$ cat src/rtl/riscv_dtm_tap.sv
// IEEE 1149.1 TAP controller and instruction decoder for the RISC-V debug transport module.
// Owns IDCODE, BYPASS and DTMCS; DMIACCESS data is shifted by the downstream DMI front end.
module riscv_dtm_tap #(
  parameter int unsigned IrLength    = 5,
  parameter logic [31:0] IdcodeValue = 32'h00000001,
  parameter logic [5:0]  AbitsValue  = 6'd7
) (
  input  logic       tck_i,
  input  logic       trst_ni,
  input  logic       tms_i,
  input  logic       td_i,
  output logic       td_o,
  output logic       tdo_oe_o,
  output logic       test_logic_reset_o,
  output logic       shift_dr_o,
  output logic       update_dr_o,
  output logic       capture_dr_o,
  output logic       dmi_access_o,
  output logic       dtmcs_select_o,
  output logic       dmi_reset_o,
  input  logic [1:0] dmi_error_i,
  output logic       dmi_tdi_o,
  input  logic       dmi_tdo_i
);

  typedef enum logic [3:0] {
    TestLogicReset = 4'd0,
    RunTestIdle    = 4'd1,
    SelectDrScan   = 4'd2,
    CaptureDr      = 4'd3,
    ShiftDr        = 4'd4,
    Exit1Dr        = 4'd5,
    PauseDr        = 4'd6,
    Exit2Dr        = 4'd7,
    UpdateDr       = 4'd8,
    SelectIrScan   = 4'd9,
    CaptureIr      = 4'd10,
    ShiftIr        = 4'd11,
    Exit1Ir        = 4'd12,
    PauseIr        = 4'd13,
    Exit2Ir        = 4'd14,
    UpdateIr       = 4'd15
  } tap_state_e;

  localparam logic [IrLength-1:0] IrIdcode  = IrLength'(5'h01);
  localparam logic [IrLength-1:0] IrDtmcs   = IrLength'(5'h10);
  localparam logic [IrLength-1:0] IrDmi     = IrLength'(5'h11);
  localparam logic [IrLength-1:0] IrCapture = IrLength'(5'b00101);

  tap_state_e          state_q, state_d;
  logic [IrLength-1:0] ir_q, ir_d;
  logic [IrLength-1:0] ir_shift_q, ir_shift_d;
  logic [31:0]         idcode_q, idcode_d;
  logic [31:0]         dtmcs_q, dtmcs_d;
  logic                bypass_q, bypass_d;
  logic                td_q, td_d;
  logic                tdo_oe_q, tdo_oe_d;
  logic                idcode_sel_s, bypass_sel_s;

  assign dtmcs_select_o = (ir_q == IrDtmcs);
  assign dmi_access_o   = (ir_q == IrDmi);
  assign idcode_sel_s   = (ir_q == IrIdcode);
  assign bypass_sel_s   = ~(idcode_sel_s | dtmcs_select_o | dmi_access_o);
  assign dmi_tdi_o      = td_i;
  assign td_o           = td_q;
  assign tdo_oe_o       = tdo_oe_q;

  // TAP state register
  always_ff @(posedge tck_i or negedge trst_ni) begin
    if (!trst_ni) begin
      state_q <= TestLogicReset;
    end else begin
      state_q <= state_d;
    end
  end

  // TAP next-state logic following the standard TMS graph
  always_comb begin
    state_d = state_q;
    case (state_q)
      TestLogicReset: state_d = tms_i ? TestLogicReset : RunTestIdle;
      RunTestIdle:    state_d = tms_i ? SelectDrScan   : RunTestIdle;
      SelectDrScan:   state_d = tms_i ? SelectIrScan   : CaptureDr;
      CaptureDr:      state_d = tms_i ? Exit1Dr        : ShiftDr;
      ShiftDr:        state_d = tms_i ? Exit1Dr        : ShiftDr;
      Exit1Dr:        state_d = tms_i ? UpdateDr       : PauseDr;
      PauseDr:        state_d = tms_i ? Exit2Dr        : PauseDr;
      Exit2Dr:        state_d = tms_i ? UpdateDr       : ShiftDr;
      UpdateDr:       state_d = tms_i ? SelectDrScan   : RunTestIdle;
      SelectIrScan:   state_d = tms_i ? TestLogicReset : CaptureIr;
      CaptureIr:      state_d = tms_i ? Exit1Ir        : ShiftIr;
      ShiftIr:        state_d = tms_i ? Exit1Ir        : ShiftIr;
      Exit1Ir:        state_d = tms_i ? UpdateIr       : PauseIr;
      PauseIr:        state_d = tms_i ? Exit2Ir        : PauseIr;
      Exit2Ir:        state_d = tms_i ? UpdateIr       : ShiftIr;
      UpdateIr:       state_d = tms_i ? SelectDrScan   : RunTestIdle;
      default:        state_d = TestLogicReset;
    endcase
  end

  // State-decode strobes and the TDO source mux
  always_comb begin
    test_logic_reset_o = 1'b0;
    capture_dr_o       = 1'b0;
    shift_dr_o         = 1'b0;
    update_dr_o        = 1'b0;
    td_d               = 1'b0;
    tdo_oe_d           = 1'b0;
    case (state_q)
      TestLogicReset: test_logic_reset_o = 1'b1;
      CaptureDr:      capture_dr_o       = 1'b1;
      UpdateDr:       update_dr_o        = 1'b1;
      ShiftIr: begin
        td_d     = ir_shift_q[0];
        tdo_oe_d = 1'b1;
      end
      ShiftDr: begin
        shift_dr_o = 1'b1;
        tdo_oe_d   = 1'b1;
        if (idcode_sel_s) begin
          td_d = idcode_q[0];
        end else if (dtmcs_select_o) begin
          td_d = dtmcs_q[0];
        end else if (dmi_access_o) begin
          td_d = dmi_tdo_i;
        end else begin
          td_d = bypass_q;
        end
      end
      default: begin
        td_d     = 1'b0;
        tdo_oe_d = 1'b0;
      end
    endcase
  end

  // Pulses only in Update-DR, so a reset mid-scan clears dtmcs_q before any pulse can occur
  assign dmi_reset_o = update_dr_o & dtmcs_select_o & dtmcs_q[16];

  // Instruction register and its shift stage
  always_comb begin
    ir_d       = ir_q;
    ir_shift_d = ir_shift_q;
    case (state_q)
      TestLogicReset: ir_d       = IrIdcode;
      CaptureIr:      ir_shift_d = IrCapture;
      ShiftIr:        ir_shift_d = {td_i, ir_shift_q[IrLength-1:1]};
      UpdateIr:       ir_d       = ir_shift_q;
      default: begin
        ir_d       = ir_q;
        ir_shift_d = ir_shift_q;
      end
    endcase
  end

  // Data registers: only the one selected by the IR captures or shifts
  always_comb begin
    idcode_d = idcode_q;
    dtmcs_d  = dtmcs_q;
    bypass_d = bypass_q;
    if (state_q == CaptureDr) begin
      if (idcode_sel_s) begin
        idcode_d = IdcodeValue | 32'h00000001;
      end else if (dtmcs_select_o) begin
        dtmcs_d = {14'b0, 1'b0, 1'b0, 1'b0, 3'd1, dmi_error_i, AbitsValue, 4'd1};
      end else if (bypass_sel_s) begin
        bypass_d = 1'b0;
      end else begin
        bypass_d = bypass_q;
      end
    end else if (state_q == ShiftDr) begin
      if (idcode_sel_s) begin
        idcode_d = {td_i, idcode_q[31:1]};
      end else if (dtmcs_select_o) begin
        dtmcs_d = {td_i, dtmcs_q[31:1]};
      end else if (bypass_sel_s) begin
        bypass_d = td_i;
      end else begin
        bypass_d = bypass_q;
      end
    end else begin
      bypass_d = bypass_q;
    end
  end

  // Rising-edge register bank
  always_ff @(posedge tck_i or negedge trst_ni) begin
    if (!trst_ni) begin
      ir_q       <= IrIdcode;
      ir_shift_q <= {IrLength{1'b0}};
      idcode_q   <= 32'h0;
      dtmcs_q    <= 32'h0;
      bypass_q   <= 1'b0;
    end else begin
      ir_q       <= ir_d;
      ir_shift_q <= ir_shift_d;
      idcode_q   <= idcode_d;
      dtmcs_q    <= dtmcs_d;
      bypass_q   <= bypass_d;
    end
  end

  // TDO is launched on the falling edge so it is stable at the probe's rising-edge sample
  always_ff @(negedge tck_i or negedge trst_ni) begin
    if (!trst_ni) begin
      td_q     <= 1'b0;
      tdo_oe_q <= 1'b0;
    end else begin
      td_q     <= td_d;
      tdo_oe_q <= tdo_oe_d;
    end
  end

endmodule

$ cat config.mk
export PLATFORM = sky130hd
export DESIGN_NAME = riscv_dtm_tap
export DESIGN_NICKNAME = d
export VERILOG_FILES = /design/src/rtl/riscv_dtm_tap.sv
export SDC_FILE = /design/constraint.sdc
export NUM_CORES = 1
export LEC_CHECK = 0
export ABC_AREA = 1
export CAP_MARGIN = 25
export CORE_MARGIN = 5
export CORE_UTILIZATION = 40
export CTS_CLUSTER_SIZE = 25
export DETAILED_ROUTE_END_ITERATION = 8
export GPL_ROUTABILITY_DRIVEN = 0
export HOLD_SLACK_MARGIN = 0.06
export SKIP_LAST_GASP = 1
export SYNTH_ARGS = -nofsm -noshare
export SYNTH_HDL_FRONTEND = slang
export SYNTH_SLANG_ARGS = --single-unit
$ cat constraint.sdc
create_clock -name tck_i -period 3.1 [get_ports tck_i]
set_input_delay 0.62 -clock tck_i [delete_from_list [all_inputs] [get_ports tck_i]]
set_output_delay 0.62 -clock tck_i [all_outputs]
set_load 0.1 [all_outputs]
After elaboration in Yosys (flattened, before gate mapping)

Index checks and enable logic that the tools add are counted.

RAM bits: 0
Bits of input ports: 7
Output and inout bits: 10
Latch bits: 0
Word-level logic and storage cells: 93
Flip-flop bits (word level): 81
Memories kept: 0
ROM bits: 0

$add $sub $neg: 0
Equal/unequal tests: 28
$lt $le $gt $ge: 0
Mux-type cells: 42
Shift-type cells: 0
Multiply operators: 0
Bitwise operators: 4
Reduce and logical (&&, ||, !) cells: 11
Divide/modulo/power cells: 0

Operator list:

| operator                                                               | number |
|---|---|
| 32-bit two-way mux                                                     | 10 |
| 4-bit one-hot mux with 12 select lines                                 | 1 |
| 4-bit equality test (second input constant)                            | 8 |
| 2-bit inequality test (second input constant)                          | 10 |
| 5-bit one-hot mux with 2 select lines                                  | 2 |
| 1-bit two-way mux                                                      | 19 |
| 4-bit by 3-bit equality test with 1-bit output (second input constant) | 4 |
| 4-bit two-way mux                                                      | 4 |
| 5-bit equality test (second input constant)                            | 2 |
| 4-bit by 2-bit equality test with 1-bit output (second input constant) | 2 |
| 7-bit AND reduction                                                    | 1 |
| 2-bit two-way mux                                                      | 3 |
| 3-bit two-way mux                                                      | 2 |
| 2-bit nonzero test                                                     | 3 |
| 2-bit OR reduction                                                     | 3 |
| 5-bit by 1-bit equality test with 1-bit output (second input constant) | 1 |
| 5-bit AND reduction                                                    | 1 |
| 4-bit by 1-bit equality test with 1-bit output (second input constant) | 1 |
| 4-bit zero test                                                        | 1 |
| 3-bit AND reduction                                                    | 1 |
| 3-bit OR reduction                                                     | 1 |
| 1-bit bitwise AND                                                      | 2 |
| 1-bit OR                                                               | 2 |
| 1-bit one-hot mux with 2 select lines                                  | 1 |

Longest topological paths before layout

Gate-level depths: netlist of the first run.

Depth in word-level cells: 8
Mapped depth: 9
Depth with buffers taken out: 8

==> run_results.csv, run 1 <==
group,metric,value,unit
power,p_switching,1.19,mW
cells_and_area,fin_cells,524,
placement,place_area,3740,sq um
synth,ys_warn_count,0,
die,core_area,8680,sq um
synth,synth-edff-count,0,
drt,routed_wl,6320,um
status,violations,"negative setup slack",
sta,slew_violations,0,
clock_network,numCtsBuffers,9,
setup_path,worst-path-buf-inv,1,
hold_path,hold_class,"input port to async pin",
drt,ant_nets,0,
setup_path,ff2ff_path_depth,7,
sta,setup_viol,2,
global_routing,grt_pass1_vias,2533,
sta,hold_viol_final,0,
power,p_sw_frac,0.386,
drt,via_count,2532,
synth,synth_commonest_cells,"nand2_1, dfrtp_1, inv_1",
power,cellLeakagePower,1.95,nW
synth,syn_area_per_cell,8.91,sq um
setup_path,crit_chain,"buf_12",
placement,port_buffers,16,
placement,dp.cells,508,
synth,synth-async-reset-ratio,1.00,
die,rows,34,
setup_path,end_kind,"output port",
drt,drt_iter0_markers,130,
power,seqPwrFrac,0.437,
synth,synth_top_area_share,0.549,
sta,fin_setup_tns,-24.3,ps
die,dieArea,10900,sq um
synth,synthesis.nets,406,
synth,syn_inst,399,
clock_network,cts_setup_buffers,0,
global_routing,grt_start_max_net_pins,65,
cells_and_area,syn_to_final_growth,10.6,%
clock_network,cts_tree,"done",
synth,yosys-top-cells-area,"dfrtp_1, nand2_1, o21ai_1",
global_routing,grt_usage,0.126,
synth,ys_ff_latch,81,
power,max-vdd-ir-drop,437,uV
synth,netlist_area,3560,sq um
placement,hpwlAfterDp,4030,um
die,io_pins,17,
status,status,"finished, violations left",
clock_network,cts.sinks,81,
clock_network,cts_resized,0,
sta,tightest_slew,780,ps
sta,fin_hold_ws,144,ps
cells_and_area,antenna_cells,0,
cells_and_area,design_area,3930,sq um
setup_path,crit_cells,1,
sta,max-slew-margin-rel,0.480,
clock_network,clock_latency,340,ps
job,maxCapViolCount,0,
synth,ys_seq_area_frac,0.570,
cells_and_area,fillers,856,
placement,pre_cts_slack,-12.8,ps
synth,ys.flop_type,"dfrtp_1",
setup_path,critical-path-max-stage-delay,440,ps
setup_path,crit_family,"flip-flops",
setup_path,cp.required,2480,ps
drt,first_pass_iters,5,
power,powerDensity,780,nW/um^2
sta,skew,12.9,ps
global_routing,grt_overflow_total,0,
synth,yosysMostFrequentCell,"nand2_1",
cells_and_area,layout-drive-gt1-share,0.132,
setup_path,cpMaxStageDelayCell,"dfrtn_1",
die,dieHeight,104,um
setup_path,critPathLaunchType,"register",
synth,synth_top_area_cell,"dfrtp_1",
synth,yosysUniqueCellTypes,34,
global_routing,antenna_found_initial,0,
clock_network,htree_levels,3,
die,initial_core_util,0.410,
global_routing,grt_pass1_wl,11400,um
drt,viasPerCell,4.83,
power,clock_power_share,0.245,
power,p_int,1.88,mW
cells_and_area,final_core_util,0.453,
sta,setup_ws,-14.3,ps
setup_path,critPathMaxFanout,1,
drt,wire_per_inst,12.1,um
power,finalPower,3.07,mW
sta,rsz0062_at_grt,"true",
setup_path,cp.arrival,2490,ps
die,die_x,104,um
setup_path,critPathKind,"register to output port",
clock_network,clk_pin_slew,80,ps
cells_and_area,fin_nets,418,
power,p_comb_frac,0.318,
clock_network,clk_path_buf_depth,2,
clock_network,ctsRootBufferMaster,"clkbuf_8",
drt,drc_errors,0,
cell type report:
cell class              instances  area, sq um  share of cell area
flip-flops and latches         81         2030               0.516
multi-input cells             256         1230               0.313
repair buffers                 18          173              0.0439
inverters                      45          170              0.0433
clock buffers                  10          138              0.0350
well taps                     108          135              0.0344
clock inverters                 6         57.6              0.0146
per-layer routing:
metal  routed length, um  up-vias  global-route usage
li1                    -     1306                   -
met1                3170     1181               0.165
met2                2810       37               0.191
met3                 232        8              0.0466
met4                 106        0              0.0416
met5                   0        -                   0
cell usage in the layout, fill, tap and decap left out, types with 2 or more instances in the layout:
| cell type | count |
|---|---|
| nand2_1 | 129 |
| dfrtp_1 | 78 |
| inv_1 | 40 |
| o21ai_1 | 32 |
| nand3_1 | 28 |
| nor2_1 | 13 |
| o22ai_1 | 13 |
| buf_4 | 11 |
| o21ai_0 | 10 |
| clkbuf_8 | 10 |
| clkinv_2 | 5 |
| clkdlybuf4s50_1 | 5 |
| inv_2 | 4 |
| nand2_4 | 3 |
| nor2_4 | 3 |
| a21oi_1 | 3 |
| nor2_2 | 2 |
| nand2_2 | 2 |
| nor3_1 | 2 |
| o21ai_2 | 2 |
| a21oi_2 | 2 |
| a22oi_2 | 2 |
| a22oi_1 | 2 |
| buf_12 | 2 |
| dfrtn_1 | 2 |
state kept, by name (all words and copies together) (netlist names):
register / flops
idcode_q: 32
td_o: 1
dtmcs_q: 32
ir_shift_q: 5
ir_q: 5
tdo_oe_o: 1
bypass_q: 1
state_q: 4
kinds of logic (layout without fill, tap and decap cells):
group                  count (synthesis)  after routing  share of synthesized area
flip-flops                            81             81                      0.570
buffers and inverters                 62             79                     0.0866
AO/OA/AOI/OAI                         70             70                      0.118
AND/OR/NAND/NOR                      186            186                      0.225
power groups by stage:
stage          clock network, mW  registers, mW  logic, mW
3_5_place_dp                   0           1.36      0.981
6_report                   0.752           1.34      0.976
3_3_place_gp                   0           1.36      0.971
4_1_cts                    0.781           1.34      0.986
2_1_floorplan                  0           1.38      0.816
5_1_grt                    0.827           1.37       1.10
path summary, 6_finish.rpt:
| check | from | endpoint | slack, ps |
|---|---|---|---|
| min in group tck_i | dtmcs_q[17] | dtmcs_q[17] | 480 |
| setup / recovery | td_o | td_o | -10 |
| max in group asynchronous | trst_ni | tdo_oe_o | 1260 |
| hold reg to reg | dtmcs_q[17] | dtmcs_q[17] | 480 |
| hold / removal | trst_ni | ir_shift_q[2] | 140 |
| setup reg to reg | ir_q[0] | td_o | 220 |
what timing repair did:
action,4_1_cts,5_1_grt
endpoints found under the setup margin,2,2
gates cloned,0,0
hold buffers,0,0
Note: power is estimated with default switching activity, not from simulation.
==> inputs of run 2 (changes only) <==
Settings changed: CAP_MARGIN 25 to default.
==> results of run 2 <==
Final layout, timing and power as in run 1 (identical DEF).
